==> src/rtl/cmd_arb.sv <==
// Two-source command arbiter sharing one cmd/cmd_rdy/clr_cmd_rdy channel into cmd_cntrl.
// Optional stop-command preemption is enabled by defining CMD_ARB_STOP_PREEMPT_EN.
module cmd_arb #(
  parameter int TIMEOUT_CYC = 1024
) (
  input  logic       clk,
  input  logic       rst,
  input  logic [7:0] a_cmd,
  input  logic       a_rdy,
  output logic       a_clr,
  input  logic [7:0] b_cmd,
  input  logic       b_rdy,
  output logic       b_clr,
  output logic [7:0] cmd,
  output logic       cmd_rdy,
  input  logic       clr_cmd_rdy,
  output logic       grant_b,
  output logic       drop,
  output logic       busy
);

  localparam int TW = (TIMEOUT_CYC > 1) ? $clog2(TIMEOUT_CYC) : 1;
  localparam logic [TW-1:0] TIMER_LAST = TW'(TIMEOUT_CYC - 1);

  typedef enum logic [1:0] {
    IDLE,
    PRESENT,
    GAP
  } state_t;

  state_t        state;
  logic          last_b;
  logic [TW-1:0] timer;
  logic          any_rdy;
  logic          pick_b;

`ifdef CMD_ARB_STOP_PREEMPT_EN
  localparam logic [1:0] OP_GO   = 2'b01;
  localparam logic [1:0] OP_STOP = 2'b00;

  logic       a_stop;
  logic       b_stop;
  logic       other_rdy;
  logic [7:0] other_cmd;
  logic       preempt;
`endif

  // Source selection in IDLE: round-robin on a tie, stops first when preemption is built in.
  always_comb begin
    any_rdy = a_rdy | b_rdy;
    pick_b  = 1'b0;
    if (a_rdy && b_rdy) begin
      pick_b = ~last_b;
    end else begin
      pick_b = b_rdy;
    end
`ifdef CMD_ARB_STOP_PREEMPT_EN
    a_stop = a_rdy && (a_cmd[7:6] == OP_STOP);
    b_stop = b_rdy && (b_cmd[7:6] == OP_STOP);
    if (a_stop) begin
      pick_b = 1'b0;
    end else if (b_stop) begin
      pick_b = 1'b1;
    end
    other_rdy = grant_b ? a_rdy : b_rdy;
    other_cmd = grant_b ? a_cmd : b_cmd;
    preempt   = (state == PRESENT) && (cmd[7:6] == OP_GO) && other_rdy &&
                (other_cmd[7:6] == OP_STOP) && !clr_cmd_rdy;
`endif
  end

  always_ff @(posedge clk or posedge rst) begin
    if (rst) begin
      state   <= IDLE;
      last_b  <= 1'b1;
      timer   <= '0;
      cmd     <= 8'h00;
      cmd_rdy <= 1'b0;
      grant_b <= 1'b0;
      a_clr   <= 1'b0;
      b_clr   <= 1'b0;
      drop    <= 1'b0;
      busy    <= 1'b0;
    end else begin
      a_clr <= 1'b0;
      b_clr <= 1'b0;
      drop  <= 1'b0;
      case (state)
        IDLE: begin
          if (any_rdy) begin
            cmd     <= pick_b ? b_cmd : a_cmd;
            cmd_rdy <= 1'b1;
            grant_b <= pick_b;
            a_clr   <= ~pick_b;
            b_clr   <= pick_b;
            last_b  <= pick_b;
            timer   <= '0;
            busy    <= 1'b1;
            state   <= PRESENT;
          end
        end
        PRESENT: begin
          // Acknowledge outranks both preemption and timeout.
          if (clr_cmd_rdy) begin
            cmd_rdy <= 1'b0;
            state   <= GAP;
          end
`ifdef CMD_ARB_STOP_PREEMPT_EN
          else if (preempt) begin
            cmd     <= other_cmd;
            grant_b <= ~grant_b;
            a_clr   <= grant_b;
            b_clr   <= ~grant_b;
            last_b  <= ~grant_b;
            drop    <= 1'b1;
            timer   <= '0;
          end
`endif
          else if (timer == TIMER_LAST) begin
            cmd_rdy <= 1'b0;
            drop    <= 1'b1;
            state   <= GAP;
          end else begin
            timer <= timer + TW'(1);
          end
        end
        GAP: begin
          busy  <= 1'b0;
          state <= IDLE;
        end
        default: begin
          state <= IDLE;
        end
      endcase
    end
  end

endmodule
==> config.mk <==
export PLATFORM = sky130hd
export DESIGN_NAME = cmd_arb
export DESIGN_NICKNAME = d
export VERILOG_FILES = /design/src/rtl/cmd_arb.sv
export SDC_FILE = /design/constraint.sdc
export NUM_CORES = 1
export LEC_CHECK = 0
export ABC_AREA = 1
export CORE_AREA = 2 2 69 71
export CTS_BUF_LIST = sky130_fd_sc_hd__clkbuf_8
export CTS_CLUSTER_SIZE = 8
export DETAILED_ROUTE_END_ITERATION = 10
export DIE_AREA = 0 0 71 73
export DONT_BUFFER_PORTS = 1
export SYNTH_ARGS = -nofsm -noshare
export SYNTH_HDL_FRONTEND = slang
export SYNTH_SLANG_ARGS = --single-unit
==> constraint.sdc <==
create_clock -name clk -period 2.7 [get_ports clk]
set_input_delay 0.27 -clock clk [delete_from_list [all_inputs] [get_ports clk]]
set_output_delay 0.27 -clock clk [all_outputs]
set_load 0.01 [all_outputs]
Yosys cells after proc, flatten, opt, wreduce, memory -nomap -nowiden:

Index checks and enable logic that the tools add are counted.

* $add $sub $neg: 1
* eq/ne operators: 7
* muxes and demuxes: 22
* bitwise gates (word level): 3
* reductions and logical operators: 9

Operators with widths (count)
* $mux 10: 3
* $pmux 10 s2: 1
* $mux 1: 11
* $add 10x1->10 const B: 1
* $eq 10x10->1 const B: 1
* $mux 8: 1
* $mux 2: 3
* $ne 2x2->1 const B: 3
* $reduce_and 2->1: 3
* $pmux 1 s2: 2
* $pmux 2 s2: 1
* $reduce_and 4->1: 1
* $reduce_bool 2->1: 2
* $ne 3x3->1 const B: 1
* $reduce_and 3->1: 1
* $eq 2x1->1 const B: 1
* $eq 2x2->1 const B: 1
* $logic_not 2->1: 1
* $not 1->1: 2
* $logic_and 1x1->1: 1
* $or 1x1->1: 1

* bits in registers: 27
* input bits: 21
* output and inout bits: 14
* word-level logic and storage cells: 52

Depth between registers and ports, before layout:

Gate-level depths: netlist of the first run.

* depth in word-level cells: 5
* gate-level depth with buffers: 10
* mapped depth without buffers: 9

Worst setup path after synthesis of the first run:

No wires, ideal clock.

* path type: register -> register
* from: register timer[1]
* to: register timer[8]
* library setup time: 0.126 ns
* arrival: 1.313 ns
* slack: 1.261 ns
* stages on the path, launching flop included: 10
* period minus slack after synthesis: 1.439 ns
* cell sequence: dfrtp_1 ha_1 nand2_2 nor2_4 nand3_2 nand2_4 nand2_4 clkinv_4 buf_8 o21ai_0

* cells in the longest elaborated chain, start to end: 4
* elaborated cells on any way between the ends: 7
* those cells by class: add/sub: 1; eq/ne: 2; mux: 3; reduce/logical: 1

RTL lines
* start, declared: line 33 `logic [TW-1:0] timer;`
* start signal, assigned: line 124 `timer <= timer + TW'(1);`
* $add 10x1->10: line 124
* $mux 10: line 119 `else if (timer == TIMER_LAST) begin`
* $mux 10: line 104 `if (clr_cmd_rdy) begin`
* $pmux 10 s2: line 88 `case (state)`

Parallel ways exist; a longest one is shown, timed or not. The select of a mux whose other input is x is not followed.
A chain may end at the register's enable or synchronous reset.

Final worst setup path of the first run:

* from: register timer[0]
* to: register timer[0]

Same word-level chain as after synthesis.

==> metrics.txt, run 1 <==
top flop regs=timer: 10 flops, cmd: 8 flops, state: 2 flops; Crit Path Class=reg2reg; Placer Congestion=0.7947; Post-Synth XOR/XNOR Area=0.6776%; Die Wd=71 um; EDFF count, synth=0; Final Hold Viols=0; vias in the first global route=just over 900; vias per cell=about 4.7; P_leak=0.0006143 uW; setup bufs post-CTS=0; final setup vio count=0; row count=25; Post-Syn Area=approximately 1300 um2; clock skew=0.006995 ns; critical path's top delay family=simple AND/OR/NAND/NOR gates; Netlist cell types=26; Crit path required time=just under 3 ns; syn nets=about 180; Highest Clock Rate=approximately 600 MHz; starting density of the core=around 28%; CTS tree=yes; peak supply drop=approximately 0.34 mV; Crit path buffers/inverters=1; Total Nets Final=177; synth warn=0; outcome=completed; CTS buffer count=3; htree depth=1; worst slew pin tran=1.031 ns; post-synthesis simple-gate area fraction=between 20% and 30%; Total GRT Usage=about a tenth; CP Launch Point=timer[0]; Filler Cells Inserted=roughly 480; WL/cell=about 12 um; antenna cells=0; Top reg by flops=timer; CTS Hold Bufs=0; mux cell area share after synthesis=0%; most used cell, CP=nand2_4; largest family of logic cells by synthesized area=simple AND/OR/NAND/NOR gates; Crit Path Max Fanout=14; sequential share of the synthesized area=a little over half; register area=between 600 and 700 um2; Compound-Gate Fraction of Synth Area=between 10 and 15%; gr ovfl total=0; first-pass GRT wire length=between 4000 and 5000 um; unrepaired setup endpoints after global routing=false; IO buf count=0; Synth Instances=153; Die Ht=roughly 73 um; Rel. slew slack=between 30% and 40%; slowest stage cell, crit path=dfrtp_1; startpoint types=flip-flop; CORE AREA=approximately 4500 um2; Pwr per Cell Area=just over 900 nW/um2; max cap viols=0; DRC viols=0; min-delay src=clr_cmd_rdy; setup TNS=0 ns; Syn Area/Cell=~8.4 um2; crit path DAT=approximately 1.9 ns; antenna-violating nets left=0; synthesized flop and latch total=27; Async S/R FF share, synth=100.0%; crit end category=flip-flop; Iter 0 DRT Violations=35; adder-cell share of the synthesized area=less than 1%; post-layout min period=1.661 ns; largest net degree at the start of global routing=28; Final Max Tran Viols=0; root buf cell=clkbuf_8; crit-path cells=ha_1 > nand2_2 > nor2_4 > nand3_2 > nand2_4 > nand2_4 > clkinv_4 > nand2_1 > o21ai_2; commonest cells after routing, fill and taps aside=nand2_1, dfrtp_1, nor2_1, o21ai_1; Clock Path Buffers=2; die area=approximately 5200 um2; reg2reg start=timer[0]; final core utilization=30.48%; Final period util=about three fifths; hpwl dp=around 1900 um; footprint of the multi-input gates=between 500 and 600 um2; Top FF cell, synth=dfrtp_1; via count=968; Crit path largest cell delay=0.51 ns; most common cell after layout, fill and taps aside=nand2_1; I/O pins=35; area growth from synthesis to layout=6.970%; CTS-repair resized insts=0; max FFs per register=10; Clock Latency Late Sink=roughly 0.27 ns; DRT Wirelength=about 2500 um; iteration count of the initial detailed-routing pass=4; initial antenna violation count=0; worst hold-check path type=in2reg; clk sinks=27; fraction of layout cells with a size suffix above 1=around 11%; clock transition at the registers of the reported paths=approximately 0.090 ns
[through the flow]
step | instances | power, uW | area (um2) | setup WS [ns] | hold slack [ns]
2_1_floorplan | 153 | 980.2 | 1292 | 1.261 | 0.3220
3_3_place_gp | 204 | 1040 | 1338 | 1.109 | 0.3566
3_5_place_dp | 204 | 1051 | 1338 | 1.060 | 0.3527
4_1_cts | 208 | 1276 | 1383 | 1.038 | 0.05279
5_1_grt | 208 | 1372 | 1383 | 0.8667 | 0.05355
6_report | 208 | 1255 | 1383 | 1.039 | 0.05684
[cell families (layout without fill, tap and decap cells)]
family / after synthesis / count (layout)
XOR/XNOR: 1 / 1
flip-flops: 27 / 27
adder cells (fa/ha/maj): 1 / 1
AND/OR/NAND/NOR: 74 / 74
buffers and inverters: 18 / 19
AO/OA/AOI/OAI: 32 / 32
[cells in the mapped netlist (2+ instances only)]
cell	n	area share (%)
o21ai_1	14	5.4
inv_2	2	0.58
nand2_1	41	12
dfrtp_1	26	50
nand4_1	3	1.5
o21ai_0	11	4.3
clkinv_1	2	0.58
nand2_4	2	1.7
clkbuf_1	2	0.58
nor2_1	15	4.4
nand3_1	8	3.1
inv_1	10	2.9
o21ai_2	4	2.7
[power breakdown]
group / total (uW) / leakage [uW] / internal, uW / switching, uW
Combinational: 357 / 0.000242 / 109 / 248
Clock: 225 / 0.0000269 / 102 / 123
Sequential: 672 / 0.000345 / 533 / 140
Total: 1250 / 0.000614 / 744 / 511
[worst paths after layout]
check	end	slack, ns	cells after the start
max	timer[0]	1.04	9
min	drop	0.06	1
max reg2reg	timer[0]	1.04	9
min reg2reg	last_b	0.48	2
max in group asynchronous	timer[6]	1.95	1
min in group asynchronous	cmd[5]	0.13	1
[routing by layer]
layer  vias to the layer above  track usage, %  share of wire [%]
li1                        501               -                  -
met1                       432           14.55                 48
met2                        30           16.41                 44
met3                         5           2.072                5.6
met4                         0           4.403                2.0
met5                         -               0                  0
[cell type report]
cell class | instances | area share [%]
Sequential cell | 27 | 48.96
Multi-Input combinational cell | 108 | 38.46
Tap cell | 54 | 4.887
Inverter | 15 | 4.434
Clock buffer | 3 | 2.986
Clock inverter | 1 | 0.2715
Note: power is estimated with default switching activity, not from simulation.
==> run 2: changes to the inputs <==
clock period = 1.7 ns   (was 2.7 ns; I/O delays follow)
==> run 2 against run 1 <==
  * Sequential cell count is the same
  * Wire length grew 5.6%
  * Power grew 64%
  * Cell area grew 4.2%
  * Cell count grew 3.4%
  * Worst setup slack lost 0.84 ns
  * Non-clock buffer count grew 7
  * First-iteration DRC count shrank 20%
  * Sequential power grew 56%
  * Core utilization grew 1.3 points
==> metrics.txt, run 2 (synthesized netlist as in run 1, its figures left out) <==
outcome=completed; first-pass GRT wire length=4554 um (+4.3%); antenna cells=0 (unchanged); Worst R2R End=timer[8]; Total GRT Usage=11.01% (+0.42 points); CTS-repair resized insts=0 (unchanged); crit end category=flip-flop; commonest cells after routing, fill and taps aside=nand2_1, dfrtp_1, nor2_1, o21ai_1; Final Hold Viols=0 (unchanged); via count=1,008 (+4.1%); gr ovfl total=0 (unchanged); DRC viols=0 (unchanged); Die Ht=73 um (unchanged); starting density of the core=28.50% (unchanged); clk sinks=27 (unchanged); vias per cell=4.688 (+0.74%); iteration count of the initial detailed-routing pass=4 (unchanged); largest net degree at the start of global routing=28 (unchanged); reg2reg start=timer[1]; Clock Path Buffers=2 (unchanged); Die Wd=71 um (unchanged); top flop regs=timer: 10 flops, cmd: 8 flops, state: 2 flops; WL/cell=12.21 um (+2.2%); Total Nets Final=184 (+4.0%); CTS buffer count=3 (unchanged); P_leak=0.0006464 uW (+5.2%); Rel. slew slack=62.81% (+32 points); hpwl dp=1958 um (+5.5%); DRT Wirelength=2625 um (+5.6%); htree depth=1 (unchanged); area growth from synthesis to layout=11.42%; CTS tree=yes; die area=5183 um2 (unchanged); pre-CTS setup slack=0.2103 ns (-0.8498 ns); most common cell after layout, fill and taps aside=nand2_1; Crit Path Class=reg2reg; worst slew pin tran=0.5578 ns (-0.4727 ns); Placer Congestion=0.7799 (-1.9%); IO buf count=0 (unchanged); R2R depth=8 (-1); clock transition at the registers of the reported paths=0.09 ns (about the same); final setup vio count=0 (unchanged); crit path DAT=1.66 ns (-0.21 ns); R2R Setup Slk=0.20 ns (-0.84 ns); max FFs per register=10 (unchanged); length of routed met2 wiring=1198 um (+8.9%); wire length on met1=1219 um (+1.9%); vias in the first global route=991 (+7.8%); met3 wire length=168 um (+20%); Top reg by flops=timer; Highest Clock Rate=667.2 MHz (+11%); hold depth=2 (+1); Final period util=88.16% (+27 points); Clock Latency Late Sink=0.27 ns (about the same); antenna-violating nets left=0 (unchanged); Final Max Tran Viols=0 (unchanged); min-delay src=b_cmd[0]; CORE AREA=4536 um2 (unchanged); row count=25 (unchanged); max cap viols=0 (unchanged); fin worst setup slack=0.2012 ns (-0.8382 ns); Pwr per Cell Area=1432 nW/um2 (+58%); root buf cell=clkbuf_8; setup TNS=0 ns (unchanged); worst hold-check path type=in2reg; fraction of layout cells with a size suffix above 1=13.66% (+2.6 points); I/O pins=35 (unchanged); Crit path required time=1.86 ns (-1.05 ns); startpoint types=flip-flop; Worst Hold Path EP=cmd[0]; clock skew=0.002951 ns (-0.004043 ns); initial antenna violation count=0 (unchanged); unrepaired setup endpoints after global routing=false; Crit Path Max Fanout=14 (unchanged); Iter 0 DRT Violations=28 (-20%); max layer used=met4; peak supply drop=0.5324 mV (+56%); post-layout min period=1.499 ns (-0.1618 ns)
==> run 2: cell count changes in the layout (fill, tap and decap cells not counted), sizes merged <==
cell / delta
dlygate4sd3: +2
buf: +5
==> run 2: report_power, final <==
part | total, uW | switching [uW] | internal (uW)
Clock | 359 | 198 | 162
Combinational | 648 | 424 | 224
Sequential | 1050 | 208 | 846
==> run 2: final cells by class <==
type	count	area [um2]
Tap cell	54	67.56
Clock buffer	3	41.29
Multi-Input combinational cell	108	531.8
Sequential cell	27	676.9
Clock inverter	1	3.754
Inverter	15	61.31
Timing Repair Buffer	7	57.56
Fill cell	464	3095
==> run 2: critical path, cell delays in order (launching register included) <==
cell and delay (ns):
dfrtp_1 0.42, ha_1 0.22, nand2_2 0.09, nor2_4 0.16
nand3_2 0.11, nand2_4 0.11, nand2_4 0.08, clkinv_4 0.13
o21ai_0 0.08
==> run 2: timing repair <==
action | 4_1_cts | 5_1_grt
hold buffers | 2 | 0
endpoints found under the hold margin | 27 | 0
setup buffers | 0 | 0
==> run 2: worst max path at each step <==
stage          startpoint  slack [ns]       end
3_5_place_dp     timer[1]        0.21  timer[3]
6_report         timer[1]        0.20  timer[8]
4_1_cts          timer[1]        0.19  timer[3]
5_1_grt          timer[1]       0.009  timer[2]
3_3_place_gp     timer[1]        0.25  timer[8]
2_1_floorplan    timer[1]        0.26  timer[8]
==> run 2: metal layers <==
metal	vias to the layer above	GRT usage [%]
met2	31	19.11
met3	5	2.072
met5	-	0
met4	0	3.774
li1	512	-
met1	460	13.79
==> run 2: per-stage QoR <==
step	total power, uW	utilization, %	cells	hold WS (ns)	cell area (um2)
after floorplan	1557	-	153	0.2220	1292
after global placement	1718	30.32	209	0.1653	1375
after detailed placement	1731	30.32	209	0.1585	1375
after CTS	2091	31.75	215	0.06268	1440
after global routing	2228	31.75	215	0.07087	1440
final	2062	31.75	215	0.06673	1440
